File: src/rtl/pc_fetch_unit_pkg.sv
// Shared encodings for the fetch unit: PCSrc redirect codes and the fetch FSM states.
package pc_fetch_unit_pkg;

  localparam logic [1:0] PCSRC_SEQ  = 2'b00;
  localparam logic [1:0] PCSRC_BR   = 2'b01;
  localparam logic [1:0] PCSRC_JALR = 2'b10;

  typedef enum logic [1:0] {
    ST_BOOT  = 2'd0,
    ST_RUN   = 2'd1,
    ST_DRAIN = 2'd2
  } fetch_state_e;

  // A redirect is a valid execute-stage instruction with a branch/JAL or JALR code;
  // the reserved code 2'b11 behaves like sequential fetch.
  function automatic logic is_redirect(input logic ex_valid, input logic [1:0] pcsrc);
    return ex_valid & ((pcsrc == PCSRC_BR) | (pcsrc == PCSRC_JALR));
  endfunction

endpackage

File: src/rtl/pc_fetch_unit_fifo.sv
// Response buffer between imem and decode: DEPTH entries of {instruction, pc},
// synchronous clear that overrides push/pop, occupancy count exported for credit.
module pc_fetch_unit_fifo
  import pc_fetch_unit_pkg::*;
#(
  parameter int XLEN  = 32,
  parameter int DEPTH = 2
) (
  input  logic                       clk,
  input  logic                       rst_n,
  input  logic                       clear,
  input  logic                       push,
  input  logic [31:0]                push_instr,
  input  logic [XLEN-1:0]            push_pc,
  input  logic                       pop,
  output logic [$clog2(DEPTH):0]     count,
  output logic [31:0]                head_instr,
  output logic [XLEN-1:0]            head_pc
);

  localparam int AW = $clog2(DEPTH);
  localparam int CW = AW + 1;

  logic [31:0]     instr_mem [DEPTH];
  logic [XLEN-1:0] pc_mem    [DEPTH];
  logic [AW-1:0]   rd_ptr;
  logic [AW-1:0]   wr_ptr;
  logic [CW-1:0]   cnt;

  // Pointer and occupancy bookkeeping; clear wins over any push/pop in the same cycle.
  always_ff @(posedge clk or negedge rst_n) begin
    if (!rst_n) begin
      rd_ptr <= '0;
      wr_ptr <= '0;
      cnt    <= '0;
    end else if (clear) begin
      rd_ptr <= '0;
      wr_ptr <= '0;
      cnt    <= '0;
    end else begin
      if (push) wr_ptr <= wr_ptr + AW'(1);
      if (pop)  rd_ptr <= rd_ptr + AW'(1);
      cnt <= cnt + CW'(push) - CW'(pop);
    end
  end

  // Entry storage; contents are only observed while counted as valid, so no reset.
  always_ff @(posedge clk) begin
    if (push && !clear) begin
      instr_mem[wr_ptr] <= push_instr;
      pc_mem[wr_ptr]    <= push_pc;
    end
  end

  assign count      = cnt;
  assign head_instr = instr_mem[rd_ptr];
  assign head_pc    = pc_mem[rd_ptr];

endmodule

File: src/rtl/pc_fetch_unit.sv
// Fetch unit: owns the fetch PC, issues credit-limited in-order imem requests,
// tags responses with their PC and buffers them for decode. A taken redirect
// flushes the buffer and drops every response still in flight for the old path.
module pc_fetch_unit
  import pc_fetch_unit_pkg::*;
#(
  parameter int              XLEN     = 32,
  parameter logic [XLEN-1:0] RESET_PC = '0,
  parameter int              DEPTH    = 2
) (
  input  logic            clk,
  input  logic            rst_n,
  input  logic            ex_valid_i,
  input  logic [1:0]      pcsrc_i,
  input  logic [XLEN-1:0] pc_target_i,
  input  logic [XLEN-1:0] alu_result_i,
  output logic            imem_req_valid_o,
  input  logic            imem_req_ready_i,
  output logic [XLEN-1:0] imem_req_addr_o,
  input  logic            imem_rsp_valid_i,
  input  logic [31:0]     imem_rsp_data_i,
  output logic            if_valid_o,
  input  logic            if_ready_i,
  output logic [31:0]     if_instr_o,
  output logic [XLEN-1:0] if_pc_o,
  output logic [XLEN-1:0] if_pcplus4_o,
  output logic            misalign_o
);

  localparam int AW = $clog2(DEPTH);
  localparam int CW = AW + 1;
  localparam logic [CW:0] DEPTH_V = (CW + 1)'(DEPTH);

  fetch_state_e    state, state_next;
  logic [XLEN-1:0] fetch_pc;
  logic [CW-1:0]   outstanding;
  logic [CW-1:0]   drop_cnt;
  logic            misalign_q;
  logic [XLEN-1:0] pcq [DEPTH];
  logic [AW-1:0]   pcq_wr;
  logic [AW-1:0]   pcq_rd;

  logic [CW-1:0]   count;
  logic [31:0]     head_instr;
  logic [XLEN-1:0] head_pc;
  logic            redirect;
  logic [XLEN-1:0] target;
  logic            req_valid;
  logic            req_fire;
  logic            rsp_drop;
  logic            push;
  logic            pop;
  logic [CW-1:0]   surviving;

  assign redirect  = is_redirect(ex_valid_i, pcsrc_i);
  assign req_valid = (state != ST_BOOT) & ~redirect &
                     (({1'b0, outstanding} + {1'b0, count}) < DEPTH_V);
  assign req_fire  = req_valid & imem_req_ready_i;
  assign rsp_drop  = imem_rsp_valid_i & (drop_cnt != '0);
  assign push      = imem_rsp_valid_i & ~rsp_drop & ~redirect;
  assign pop       = if_valid_o & if_ready_i & ~redirect;
  // Requests still owed a response after this cycle; all of them are stale on a redirect.
  assign surviving = outstanding - CW'(imem_rsp_valid_i);

  // Redirect target selection; JALR clears bit 0 of rs1+imm.
  always_comb begin
    target = pc_target_i;
    if (pcsrc_i == PCSRC_JALR) target = alu_result_i & ~XLEN'(1);
  end

  // Fetch FSM state register.
  always_ff @(posedge clk or negedge rst_n) begin
    if (!rst_n) state <= ST_BOOT;
    else        state <= state_next;
  end

  // Fetch FSM next state: leave DRAIN once the last stale response is gone.
  always_comb begin
    state_next = state;
    unique case (state)
      ST_BOOT: state_next = ST_RUN;
      ST_RUN: begin
        if (redirect && surviving != '0) state_next = ST_DRAIN;
      end
      ST_DRAIN: begin
        if (redirect)                                      state_next = ST_DRAIN;
        else if (drop_cnt == '0)                           state_next = ST_RUN;
        else if (drop_cnt == CW'(1) && rsp_drop)           state_next = ST_RUN;
      end
      default: state_next = ST_BOOT;
    endcase
  end

  // Fetch PC, credit and drop counters, misalignment pulse.
  always_ff @(posedge clk or negedge rst_n) begin
    if (!rst_n) begin
      fetch_pc    <= RESET_PC;
      outstanding <= '0;
      drop_cnt    <= '0;
      misalign_q  <= 1'b0;
    end else begin
      outstanding <= outstanding + CW'(req_fire) - CW'(imem_rsp_valid_i);
      misalign_q  <= redirect & target[1];
      if (redirect) begin
        fetch_pc <= target;
        drop_cnt <= surviving;
      end else begin
        if (req_fire) fetch_pc <= fetch_pc + XLEN'(4);
        if (rsp_drop) drop_cnt <= drop_cnt - CW'(1);
      end
    end
  end

  // PC tag queue pointers: written on request accept, read on every response.
  always_ff @(posedge clk or negedge rst_n) begin
    if (!rst_n) begin
      pcq_wr <= '0;
      pcq_rd <= '0;
    end else begin
      if (req_fire)         pcq_wr <= pcq_wr + AW'(1);
      if (imem_rsp_valid_i) pcq_rd <= pcq_rd + AW'(1);
    end
  end

  // PC tag storage for in-flight requests.
  always_ff @(posedge clk) begin
    if (req_fire) pcq[pcq_wr] <= fetch_pc;
  end

  pc_fetch_unit_fifo #(
    .XLEN  (XLEN),
    .DEPTH (DEPTH)
  ) u_fifo (
    .clk        (clk),
    .rst_n      (rst_n),
    .clear      (redirect),
    .push       (push),
    .push_instr (imem_rsp_data_i),
    .push_pc    (pcq[pcq_rd]),
    .pop        (pop),
    .count      (count),
    .head_instr (head_instr),
    .head_pc    (head_pc)
  );

  assign imem_req_valid_o = req_valid;
  assign imem_req_addr_o  = fetch_pc;
  assign if_valid_o       = (count != '0);
  assign if_instr_o       = if_valid_o ? head_instr : '0;
  assign if_pc_o          = if_valid_o ? head_pc : '0;
  assign if_pcplus4_o     = if_valid_o ? (head_pc + XLEN'(4)) : '0;
  assign misalign_o       = misalign_q;

endmodule

File: config.mk
export PLATFORM = sky130hd
export DESIGN_NAME = pc_fetch_unit
export DESIGN_NICKNAME = d
export VERILOG_FILES = /design/src/rtl/pc_fetch_unit_pkg.sv /design/src/rtl/pc_fetch_unit_fifo.sv /design/src/rtl/pc_fetch_unit.sv
export SDC_FILE = /design/constraint.sdc
export NUM_CORES = 1
export LEC_CHECK = 0
export BUFFER_PORTS_ARGS = -buffer_cell sky130_fd_sc_hd__buf_2
export CORE_AREA = 3 3 117 204
export CTS_CLUSTER_DIAMETER = 80
export DETAILED_ROUTE_END_ITERATION = 7
export DIE_AREA = 0 0 120 207
export GPL_TIMING_DRIVEN = 0
export MAX_ROUTING_LAYER = met4
export PLACE_DENSITY = 0.8
export SYNTH_ARGS = -nofsm -noshare
export SYNTH_HDL_FRONTEND = slang
export SYNTH_HIERARCHICAL = 1
export SYNTH_SLANG_ARGS = --single-unit
File: constraint.sdc
create_clock -name clk -period 5.91 [get_ports clk]
set_input_delay 0.591 -clock clk [delete_from_list [all_inputs] [get_ports clk]]
set_output_delay 0.591 -clock clk [all_outputs]
set_load 0.03 [all_outputs]
Word-level counts from Yosys, hierarchy flattened:

Memories as Yosys holds them, arrays and structs flattened.
Cells that the tools add are included.

* $add $sub $neg: 13
* $mul: 0
* div/mod/pow operators: 0
* order comparisons: 1
* equal/unequal tests: 7
* shift-type cells: 0
* muxes and demuxes: 22
* bitwise gates (word level): 13
* reductions and logical operators: 15

Operators with widths (number)
* $mux 32: 6
* $add 32x3->32 const B: 2
* $reduce_bool 2->1: 8
* $mux 2: 7
* $and 1x1->1: 10
* $mux 1: 8
* $eq 2x1->1 const B: 3
* $pmux 2 s3: 1
* $sub 2x1->2: 3
* $add 1x1->1 const B: 4
* $add 2x1->2: 2
* $eq 2x2->1 const B: 2
* $logic_not 2->1: 2
* $ne 4x4->1 const B: 1
* $add 2x2->3: 1
* $logic_and 1x1->1: 3
* $lt 3x2->1 const B: 1
* $ne 2x2->1 const B: 1
* $not 1->1: 2
* $reduce_and 2->1: 1
* $sub 2x1->2 const B: 1
* $logic_not 1->1: 1
* $or 1x1->1: 1

* flip-flop bits (word level): 45
* bits in latches: 0
* RAM bits: 192
* bits in read-only memories: 0
* input port bits: 104
* output and inout bits: 131
* memories kept: 3

Memories
* pcq: depth 2, bits a word 32, read ports 1, clocked after Yosys merged registers in 0, write ports 1, RTL line pc_fetch_unit.sv:39 `logic [XLEN-1:0] pcq [DEPTH];`
* u_fifo.instr_mem: depth 2, bits a word 32, read ports 1, clocked after Yosys merged registers in 0, write ports 1, RTL line pc_fetch_unit_fifo.sv:24 `logic [31:0] instr_mem [DEPTH];`
* u_fifo.pc_mem: depth 2, bits a word 32, read ports 1, clocked after Yosys merged registers in 0, write ports 1, RTL line pc_fetch_unit_fifo.sv:25 `logic [XLEN-1:0] pc_mem [DEPTH];`

Longest topological paths before layout:

Gate-level depths: netlist of the first run.

* word-level depth: 9
* gate-level depth with buffers: 13

Modules after synthesis:

Netlist of the first run, hierarchy kept.

By module, submodules not included
* pc_fetch_unit: instances 1, cells an instance 588, area an instance 6085.8 um^2, sequential area each 2947.8 um^2
* pc_fetch_unit_fifo: instances 1, cells an instance 216, area an instance 5027.3 um^2, sequential area each 3943.8 um^2

Least setup slack after synthesis of the first run:

Ideal clock, no wire load.

* path type: input -> register
* start point: in pcsrc_i[0]
* end point: mem u_fifo.instr_mem[1][0], enable pin
* library setup time: 0.578 ns
* arrival: 6.302 ns
* path slack: -0.970 ns
* cell stages on the path: 8
* cells stage by stage: inv_1 > ha_1 > nand2b_1 > buf_4 > clkbuf_1 > and3_1 > inv_1 > nor3b_1

* word-level cells in the longest chain between the ends: 8
* elaborated cells on any way between the ends: 10
* those cells by class: 2 x eq/ne; 2 x mux; 4 x bitwise; 2 x reduce/logical

RTL lines
* from (decl): RTL line pc_fetch_unit.sv:14 `input logic [1:0] pcsrc_i,`
* $eq 2x1->1 or $eq 2x2->1 (tied branches): RTL line pc_fetch_unit_pkg.sv:17 `return ex_valid & ((pcsrc == PCSRC_BR) | (pcsrc == PCSRC_JALR));`
* $or 1x1->1 *: RTL line pc_fetch_unit_pkg.sv:17
* $and 1x1->1 *: RTL line pc_fetch_unit_pkg.sv:17
* $not 1->1 *: RTL line pc_fetch_unit.sv:60 `assign push = imem_rsp_valid_i & ~rsp_drop & ~redirect;`
* $and 1x1->1 *: RTL line pc_fetch_unit.sv:60
* named net push: RTL line pc_fetch_unit.sv:51 `logic push;`
* $logic_and 1x1->1 *: RTL line pc_fetch_unit_fifo.sv:49 `if (push && !clear) begin`
* $mux 1 *: RTL line pc_fetch_unit_fifo.sv:49
* $mux 1 (not written as such) *: RTL line pc_fetch_unit_fifo.sv:50 `instr_mem[wr_ptr] <= push_instr;`
* to (decl): RTL line pc_fetch_unit_fifo.sv:24

Mark *: on every way through the listed nets, which the timed path passes. The rest lies on a longest branch.

Worst setup path after layout of the first run:

* start point: reg u_fifo.rd_ptr
* end point: out if_pcplus4_o[19]

* word-level cells in the longest chain between the ends: 3

RTL lines
* from (decl): RTL line pc_fetch_unit_fifo.sv:26 `logic [AW-1:0] rd_ptr;`
* from (signal assigned): RTL line pc_fetch_unit_fifo.sv:42 `if (pop) rd_ptr <= rd_ptr + AW'(1);`
* $mem_v2 2x32
* named net head_pc[4]: RTL line pc_fetch_unit.sv:45 `logic [XLEN-1:0] head_pc;`
* $add 32x3->32: RTL line pc_fetch_unit.sv:151 `assign if_pcplus4_o = if_valid_o ? (head_pc + XLEN'(4)) : '0;`
* $mux 32: RTL line pc_fetch_unit.sv:151
* to (decl): RTL line pc_fetch_unit.sv:26 `output logic [XLEN-1:0] if_pcplus4_o,`

The timed path passes the listed nets, and every way through them passes these cells.

==> impl_metrics.json, run 1 <==
{
  "cts_resized": 0,
  "drc": 0,
  "cts_hold_buffers": 0,
  "ys_seq_elements": 237,
  "setup_viol": 0,
  "max_slew_margin_pct": 31.2,
  "fp-row-count": 73,
  "yosysSeqAreaShare_pct": 62.0,
  "vdd_drop_max_mv": 0.208,
  "grt_antenna_before_repair": 2,
  "final_cell_mix": "237 x buf_2, 192 x edfxtp_1, 63 x and2_1",
  "clkSinkCount": 237,
  "final_common_cell": "buf_2",
  "r2r-end": "pcq[0][29]$_DFFE_PP_",
  "coreArea_um2": 22600,
  "start_kind": "flop",
  "ys.flop_type": "edfxtp_1",
  "grt_pass1_vias": 7536,
  "worst-r2r-cell-count": 6,
  "die_h_um": 207,
  "crit_required_ns": 5.32,
  "crit_start": "u_fifo/rd_ptr$_DFFE_PN0P_",
  "r2r_setup_slack_ns": 2.66,
  "netlist_area_um2": 11100,
  "viasPerCell": 5.22,
  "post-cts-setup-buffer-count": 0,
  "drtAntennaViolNets": 0,
  "worstReg2RegStart": "u_fifo/count[0]$_DFF_PN0_",
  "drtIter0Drc": 296,
  "synth_cells": 804,
  "routabilityCongestion": 0.898,
  "clkLatencyLatePin_ns": 0.50,
  "max-cap-violations": 0,
  "io-pin-count": 235,
  "end_kind": "output port",
  "place_hpwl_um": 18900,
  "tightest_slew_ns": 1.03,
  "final_nets": 1182,
  "fin_crit_sh_pct": 63.9,
  "dieWidth_um": 120,
  "grt-ovfl-total": 0,
  "htreeDepth": 1,
  "grt_pass1_wl_um": 39000,
  "cts_tree": "done",
  "avgRoutedWirePerCell_um": 17.9,
  "p_leak_nw": 5.29,
  "grt_max_degree": 46,
  "clockBufferDepth": 3,
  "port_buffers": 233,
  "cts-root-buf": "clkbuf_16",
  "synth_edf_count": 192,
  "finClkSkew_ns": 0.00999,
  "synth_warnings": 6,
  "ys_async_sr_fraction_pct": 19.0,
  "clock.fmax_mhz": 265,
  "avgSynthCellArea_um2": 13.8,
  "worst-path-max-fanout": 10,
  "min_path_type": "primary input to asynchronous set/reset pin",
  "hold_viol": 0,
  "cellPowerDensity_nw_per_um2": 477,
  "status": "finished, final reports clean",
  "drt_wl_total_um": 24700,
  "grt_usage_pct": 20.3,
  "critPathCapture": "if_pcplus4_o[19]",
  "dpl_cell_area_um2": 12900,
  "area_delta_synth_final_pct": 21.7,
  "drive_gt1_share_pct": 36.4,
  "rsz0062_at_grt": "no",
  "min_period_ns": 3.78,
  "path_clk_slew_ns": 0.07,
  "finalInstanceArea_um2": 13500,
  "start_util_pct": 49.3,
  "hold_slack_ns": 0.270,
  "arrival_ns": 3.19,
  "crit_type": "flop to output port",
  "num_vias": 7217,
  "drtPass1Iterations": 4,
  "syn_nets": 919,
  "cts_buffers": 21,
  "synth.distinct_cells": 45,
  "maxSlewViolCount": 0,
  "die_area_um2": 24800
}
[stage by stage]
| stage | utilization [%] | instances | TNS [ns] | worst slack (ns) | total power [mW] |
|---|---|---|---|---|---|
| 3_5_place_dp | 57.0 | 1344 | 0 | 2.51 | 5.19 |
| 5_1_grt | 59.9 | 1383 | 0 | 1.99 | 6.76 |
| 3_3_place_gp | 56.1 | 1337 | -35.65 | -0.287 | 5.09 |
| 2_1_floorplan | - | 804 | 0 | 1.29 | 4.34 |
| 6_report | 59.9 | 1383 | 0 | 2.13 | 6.44 |
| 4_1_cts | 59.9 | 1381 | 0 | 2.09 | 6.50 |
[how the worst min path moves through the flow]
stage / startpoint / end / slack, ns / depth (start not counted)
floorplan: rst_n / drop_cnt[0]$_DFFE_PN0P_ / 0.30 / 0
global placement: pcq_wr$_DFFE_PN0P_ / pcq_wr$_DFFE_PN0P_ / 0.48 / 1
detailed placement: state[1]$_DFFE_PN0P_ / state[0]$_DFFE_PN0P_ / 0.50 / 1
CTS: imem_rsp_data_i[18] / u_fifo/instr_mem[1][18]$_DFFE_PP_ / 0.26 / 1
global route: imem_rsp_data_i[13] / u_fifo/instr_mem[0][13]$_DFFE_PP_ / 0.26 / 1
finish: rst_n / imem_req_addr_o[27]$_DFFE_PN0P_ / 0.27 / 1
[synthesized netlist by cell type, types with 14 or more instances]
master / number / area, µm²
a211oi_1: 28 / 210
a21oi_1: 24 / 120
and2_1: 63 / 394
and3_1: 14 / 87.6
clkbuf_1: 29 / 109
dfrtp_1: 45 / 1130
edfxtp_1: 192 / 5770
inv_1: 16 / 60.1
mux2_2: 47 / 529
mux2_4: 50 / 751
nand2_1: 28 / 105
nand3_1: 20 / 100
nor2_1: 48 / 180
nor2b_1: 30 / 188
nor3_1: 16 / 80.1
xnor2_1: 32 / 280
xor2_1: 22 / 193
[per-layer routing]
| layer | up-vias | global-route usage (%) | wire length [µm] |
|---|---|---|---|
| li1 | 3465 | - | - |
| met1 | 3466 | 21.5 | 8970 |
| met2 | 232 | 37.9 | 13800 |
| met3 | 54 | 1.67 | 1030 |
| met4 | 0 | 9.14 | 980 |
| met5 | - | - | 0 |
[where the power goes]
part | total (mW) | switching (mW) | internal, mW
registers | 2.35 | 0.174 | 2.17
logic | 2.79 | 1.78 | 1.01
clock network | 1.31 | 0.571 | 0.735
[kinds of logic after synthesis]
group                    count (synthesis)  share of synthesized area [%]
XOR/XNOR                                55                           4.46
AO/OA/AOI/OAI                           79                           4.42
multiplexers                           101                           11.9
AND/OR/NAND/NOR                        262                           13.4
adder cells (fa/ha/maj)                 11                           1.31
buffers and inverters                   59                           2.57
flip-flops                             237                           62.0
[cell type report]
cell class,instances,area (µm²)
timing repair buffer,240,1330
sequential,237,6890
tap,300,375
antenna,2,5.00
fill,1846,9040
clock inverter,8,45.0
multi-input combinational,508,3970
clock buffer,29,618
inverter,17,66.3
buffer,42,219
[worst max-delay path, cell delays in order, from the launching register on]
cell and delay [ns]:
dfrtp_1 0.37, buf_6 0.20, buf_6 0.21, mux2_4 0.22
and3_1 0.15, clkbuf_1 0.24, nand4_1 0.28, buf_2 0.29
nor4_1 0.31, xnor2_1 0.16, nor2_1 0.05, buf_2 0.20
[registers in the layout, summed over array words and instances, names as in the netlist, 2 cells and up]
name,flops
pcq,64
u_fifo/instr_mem,64
u_fifo/pc_mem,64
imem_req_addr_o,32
drop_cnt,2
outstanding,2
state,2
u_fifo/count,2
No activity file was read; power rests on OpenSTA's default activity.
==> run 2, diff against run 1 <==
- ABC_AREA: not set -> 1
- CORE_AREA: 3 3 117 204 -> 3 3 115 200
- DIE_AREA: 0 0 120 207 -> 0 0 118 203
- PLACE_DENSITY: 0.8 -> 0.84
- clock period: 5.91 -> 3.9 ns (I/O delays scaled with it)
==> run 2 against run 1 <==
Core utilization increased by 6.2 points. Non-clock buffer count is 4 lower. Via count up 25%. Sequential power rose by 62%. Clock skew grew 0.012 ns. Cell count rose by 25%. Count of clock-buffer cells in the layout decreased by 3. Critical endpoint is now if_pcplus4_o[30].
==> impl_metrics.json, run 2 <==
{
  "drt_wl_total_um": 30400,
  "area_delta_synth_final_pct": 19.6,
  "slowest_stage": "dfrtp_1",
  "fp-row-count": 71,
  "yosysSeqAreaShare_pct": 57.7,
  "drtAntennaViolNets": 0,
  "die_h_um": 203,
  "synth_warnings": 6,
  "drive_gt1_share_pct": 30.1,
  "max-cap-violations": 0,
  "max_slew_margin_pct": 27.1,
  "hold_start": "imem_rsp_data_i[7]",
  "post-cts-setup-buffer-count": 0,
  "drc": 0,
  "ys_async_sr_fraction_pct": 19.0,
  "final_nets": 1534,
  "cellPowerDensity_nw_per_um2": 791,
  "hold_viol": 0,
  "grt_pass1_wl_um": 47500,
  "worst-path-max-fanout": 10,
  "end_kind": "output port",
  "avgRoutedWirePerCell_um": 17.6,
  "grt_usage_pct": 25.7,
  "place_hpwl_um": 23400,
  "netlist_area_um2": 11900,
  "vdd_drop_max_mv": 0.382,
  "crit_start": "u_fifo/rd_ptr$_DFFE_PN0P_",
  "die_area_um2": 24000,
  "num_vias": 9019,
  "arrival_ns": 3.04,
  "ys_top_cells_by_count": "206 x nor2_1, 204 x nand2_1, 192 x edfxtp_1",
  "syn_nets": 1274,
  "min_path_cells": 1,
  "synth_cells": 1159,
  "io-pin-count": 235,
  "fin_crit_sh_pct": 88.0,
  "final_cell_mix": "246 x buf_2, 204 x nand2_1, 202 x nor2_1",
  "start_util_pct": 55.3,
  "cts_tree": "done",
  "clockBufferDepth": 3,
  "crit_chain": "buf_6 -> buf_6 -> mux2_4 -> ha_1 -> nand2_2 -> nor2_1 -> inv_1 -> nor2_2 -> nand2_1 -> nand2_1 -> nand2_1 -> nor2_1 -> buf_2",
  "min_period_ns": 3.43,
  "clkSinkCount": 237,
  "antennaDiodeCount": 0,
  "worstReg2RegStart": "u_fifo/count[0]$_DFF_PN0_",
  "drtIter0Drc": 533,
  "coreArea_um2": 21600,
  "min_path_type": "primary input to flop",
  "ys.flop_type": "edfxtp_1",
  "cts_hold_buffers": 0,
  "clkLatencyLatePin_ns": 0.51,
  "hold_slack_ns": 0.0706,
  "crit_required_ns": 3.51,
  "crit_buf_inv": 4,
  "cts_buffers": 21,
  "final_common_cell": "buf_2",
  "clock.fmax_mhz": 291,
  "ys_seq_elements": 237,
  "dieWidth_um": 118,
  "rsz0062_at_grt": "no",
  "p_total_mw": 11.3,
  "r2r-end": "pcq[0][18]$_DFFE_PP_",
  "grt_max_degree": 46,
  "reg_top3": "pcq x64, u_fifo/instr_mem x64, u_fifo/pc_mem x64",
  "netlist.top_cell.by_area": "edfxtp_1",
  "finClkSkew_ns": 0.0222,
  "cts_resized": 0,
  "synthTopCellsByArea": "edfxtp_1 48%, dfrtp_1 9.4%, nor2_1 6.5%, nand2_1 6.4%, mux2_2 5.5%",
  "max_stage_delay_ns": 0.40,
  "maxSlewViolCount": 0,
  "grt_antenna_before_repair": 0,
  "cts-root-buf": "clkbuf_16",
  "port_buffers": 233,
  "synth_top_area_share_pct": 48.3,
  "grt-ovfl-total": 0,
  "crit_type": "flop to output port",
  "critPathTopFamily": "simple AND/OR/NAND/NOR gates",
  "path_clk_slew_ns": 0.06,
  "status": "finished, final reports clean",
  "min_delay_worst_endpoint": "u_fifo/instr_mem[1][7]$_DFFE_PP_",
  "avgSynthCellArea_um2": 10.3,
  "grt_pass1_vias": 9345,
  "start_kind": "flop",
  "p_leak_nw": 6.26,
  "synth.distinct_cells": 44,
  "viasPerCell": 5.23,
  "worst-r2r-cell-count": 6,
  "r2r_setup_slack_ns": 1.20,
  "htreeDepth": 1,
  "final.setup.worst_slack_ns": 0.466,
  "synth_edf_count": 192,
  "routabilityCongestion": 0.956,
  "dp_slack_ns": 0.997,
  "tightest_slew_ns": 1.09,
  "setup_viol": 0,
  "drtPass1Iterations": 7,
  "cpMostUsedCell": "nand2_1",
  "yosysMostFrequentCell": "nor2_1"
}
## run 2: changes by cell type after synthesis, moves of 15 or more
cell      delta
a211oi_1    -28
xor2_1      -15
nand3_1     +34
o21ai_0     +25
a21oi_1     +24
nand2_1    +176
xnor2_1     -29
nor2_1     +158
inv_1      +117
clkbuf_1    -15
nor2b_1     -30
and2_1      -62
## run 2: cells by family (layout without fill, tap and decap cells)
group	after synthesis	after routing	synth area share, %
fa+ha+maj	11	11	1.22
buf+inv	175	450	6.32
simple gates	518	518	18.7
flops	237	237	57.7
mux	96	96	10.3
xor+xnor	10	10	0.734
compound gates	112	112	5.05
## run 2: cell type report
class	count	area, µm²
clock inverters	12	139
plain buffers	41	251
multi-input cells	747	4320
inverters	134	503
clock buffers	26	564
well taps	292	365
flip-flops and latches	237	6890
fillers	1702	7300
repair buffers	237	1250
## run 2: metrics by stage
step / setup TNS (ns) / utilization (%) / instance area, µm² / instances
2_1_floorplan: -83.83 / - / 11900 / 1159
3_3_place_gp: -282.15 / 62.4 / 13500 / 1684
3_5_place_dp: 0 / 62.9 / 13600 / 1688
4_1_cts: 0 / 66.2 / 14300 / 1726
5_1_grt: 0 / 66.2 / 14300 / 1726
6_report: 0 / 66.2 / 14300 / 1726
## run 2: worst max-delay path by stage
stage | endpoint | slack [ns] | cells after the start
final | if_pcplus4_o[30] | 0.47 | 13
after global routing | if_pcplus4_o[30] | 0.19 | 13
after CTS | if_pcplus4_o[30] | 0.44 | 13
after detailed placement | if_pcplus4_o[30] | 1.0 | 13
after global placement | u_fifo/instr_mem[1][31]$_DFFE_PP_ | -2.21 | 10
after floorplan | u_fifo/instr_mem[0][0]$_DFFE_PP_ | -0.65 | 9
## run 2: report_power, final
| group | internal [mW] | leakage, nW | total (mW) | switching, mW |
|---|---|---|---|---|
| Clock | 1.23 | 0.355 | 2.12 | 0.887 |
| Sequential | 3.39 | 2.26 | 3.81 | 0.415 |
| Combinational | 1.72 | 3.64 | 5.37 | 3.65 |
| Total | 6.35 | 6.26 | 11.3 | 4.95 |
## run 2: layer usage
metal	vias to the layer above	GRT usage, %	wire length, µm
met5	-	-	0
met4	0	12.9	1500
met3	86	2.45	1280
met2	320	49.2	16900
met1	4221	25.7	10700
li1	4392	-	-
==> run 3, diff against run 2 <==
- CORE_AREA: 3 3 115 200 -> 3 3 111 193
- DIE_AREA: 0 0 118 203 -> 0 0 114 196
- PLACE_DENSITY: 0.84 -> 0.89
- clock period: 3.9 -> 4.35 ns (I/O delays scaled with it)
==> run 3 against run 2 <==
Cell count shrank 2.8%. Core utilization grew 5.0 points. Flip-flop and latch count is the same. Register-to-register slack gained 0.49 ns. Sequential share of layout area grew 0.39 points. Die area shrank 6.7%. Clock power shrank 17%. Via count grew 1.4%. First-iteration DRC count grew 16%. Worst setup slack gained 0.46 ns. Count of clock-buffer cells in the layout is the same. Total power shrank 11%. Largest cell class unchanged.
==> impl_metrics.json, run 3 (same netlist as run 2, synthesis figures left out) <==
{
  "setup_viol": 0,
  "port_buffers": 233,
  "crit_required_ns": 3.91,
  "dieWidth_um": 114,
  "drtIter0Drc": 616,
  "max_slew_margin_pct": 28.0,
  "reg_top3": "pcq x64, u_fifo/instr_mem x64, u_fifo/pc_mem x64",
  "io-pin-count": 235,
  "grt_pass1_wl_um": 47500,
  "fin_tns_setup_ns": 0,
  "p_total_mw": 10.0,
  "p_leak_nw": 6.23,
  "crit_chain": "buf_6 -> buf_6 -> mux2_4 -> ha_1 -> nand2_2 -> nor2_1 -> inv_1 -> nor2_2 -> nand2_1 -> nand2_1 -> nand2_1 -> nor2_1 -> buf_2",
  "avgRoutedWirePerCell_um": 17.9,
  "grt_pass1_vias": 9443,
  "grt_antenna_before_repair": 0,
  "viasPerCell": 5.45,
  "cts_buffers": 21,
  "max_stage_delay_ns": 0.41,
  "min_path_type": "primary input to asynchronous set/reset pin",
  "area_delta_synth_final_pct": 18.7,
  "min_period_ns": 3.42,
  "path_clk_slew_ns": 0.07,
  "nFillCells": 1491,
  "grt_max_degree": 46,
  "rsz0062_at_grt": "no",
  "drc": 0,
  "fin_crit_sh_pct": 78.6,
  "cts_resized": 0,
  "hold_viol": 0,
  "die_h_um": 196,
  "worstReg2RegStart": "u_fifo/count[0]$_DFF_PN0_",
  "start_util_pct": 60.0,
  "drtPass1Iterations": 7,
  "cpMostUsedCell": "nand2_1",
  "antennaDiodeCount": 0,
  "drtAntennaViolNets": 0,
  "arrival_ns": 2.99,
  "utilization_pct": 71.2,
  "slowest_stage": "dfrtp_1",
  "final_common_cell": "buf_2",
  "tightest_slew_ns": 1.08,
  "clkSinkCount": 237,
  "grt_usage_pct": 27.5,
  "final_cell_mix": "246 x buf_2, 204 x nand2_1, 202 x nor2_1",
  "status": "finished, final reports clean",
  "clockBufferDepth": 3,
  "placed_cells": 1641,
  "num_vias": 9149,
  "worst-path-max-fanout": 10,
  "drt_wl_total_um": 30100,
  "vdd_drop_max_mv": 0.556,
  "coreArea_um2": 19900,
  "die_area_um2": 22300,
  "crit_start": "u_fifo/rd_ptr$_DFFE_PN0P_",
  "place_hpwl_um": 23100,
  "max-cap-violations": 0,
  "clkLatencyLatePin_ns": 0.49,
  "crit_type": "flop to output port",
  "cts_hold_buffers": 0,
  "finClkSkew_ns": 0.0100,
  "grt-ovfl-total": 0,
  "post-cts-setup-buffer-count": 0,
  "maxSlewViolCount": 0,
  "drive_gt1_share_pct": 29.9,
  "final_nets": 1534,
  "routabilityCongestion": 0.969,
  "start_kind": "flop",
  "final_cells": 1678,
  "cts-root-buf": "clkbuf_16",
  "end_kind": "output port",
  "clock.fmax_mhz": 292,
  "htreeDepth": 1,
  "hold_slack_ns": 0.120,
  "cellPowerDensity_nw_per_um2": 706,
  "cts_tree": "done",
  "fp-row-count": 68
}
[run 3: worst paths after layout]
check | endpoint | slack (ns) | depth (start not counted)
setup / recovery | if_pcplus4_o[30] | 0.93 | 13
hold / removal | imem_req_addr_o[27]$_DFFE_PN0P_ | 0.12 | 1
setup reg to reg | pcq[0][16]$_DFFE_PP_ | 1.69 | 6
hold reg to reg | pcq[0][1]$_DFFE_PP_ | 0.51 | 0
max in group asynchronous | imem_req_addr_o[1]$_DFFE_PN0P_ | 3.54 | 1
min in group clk | u_fifo/instr_mem[1][11]$_DFFE_PP_ | 0.13 | 1
[run 3: through the flow]
| step | instance area (µm²) | setup slack (ns) |
|---|---|---|
| after detailed placement | 13500 | 1.43 |
| after CTS | 14200 | 0.896 |
| final | 14200 | 0.929 |
| after global routing | 14200 | 0.660 |
| after global placement | 13400 | -1.83 |
| after floorplan | 11900 | -0.250 |
[run 3: where the power goes]
group	internal [mW]	total (mW)	switching, mW
combinational	1.55	4.83	3.28
clock	0.982	1.77	0.786
sequential	3.04	3.41	0.369
[run 3: layout make-up]
type	count	area, µm²	area share (%)
tap	245	307	2.16
clock inverter	11	82.6	0.583
clock buffer	26	564	3.98
sequential	237	6890	48.6
multi-input combinational	747	4320	30.5
inverter	134	503	3.55
buffer	41	251	1.78
timing repair buffer	237	1250	8.80
[run 3: worst max-delay path, delay by kind of cell (launching register included)]
kind	cells	cell delay, ns
adder cells (fa/ha/maj)	1	0.20
buffers and inverters	4	0.78
flip-flops	1	0.41
multiplexers	1	0.22
AND/OR/NAND/NOR	7	0.88
[run 3: per-layer routing]
metal / wire, µm / track usage, % / vias up
met2: 16200 / 50.4 / 399
met1: 10300 / 28.4 / 4242
met3: 1740 / 2.62 / 113
met5: 0 / - / -
met4: 1840 / 14.5 / 0
li1: - / - / 4395
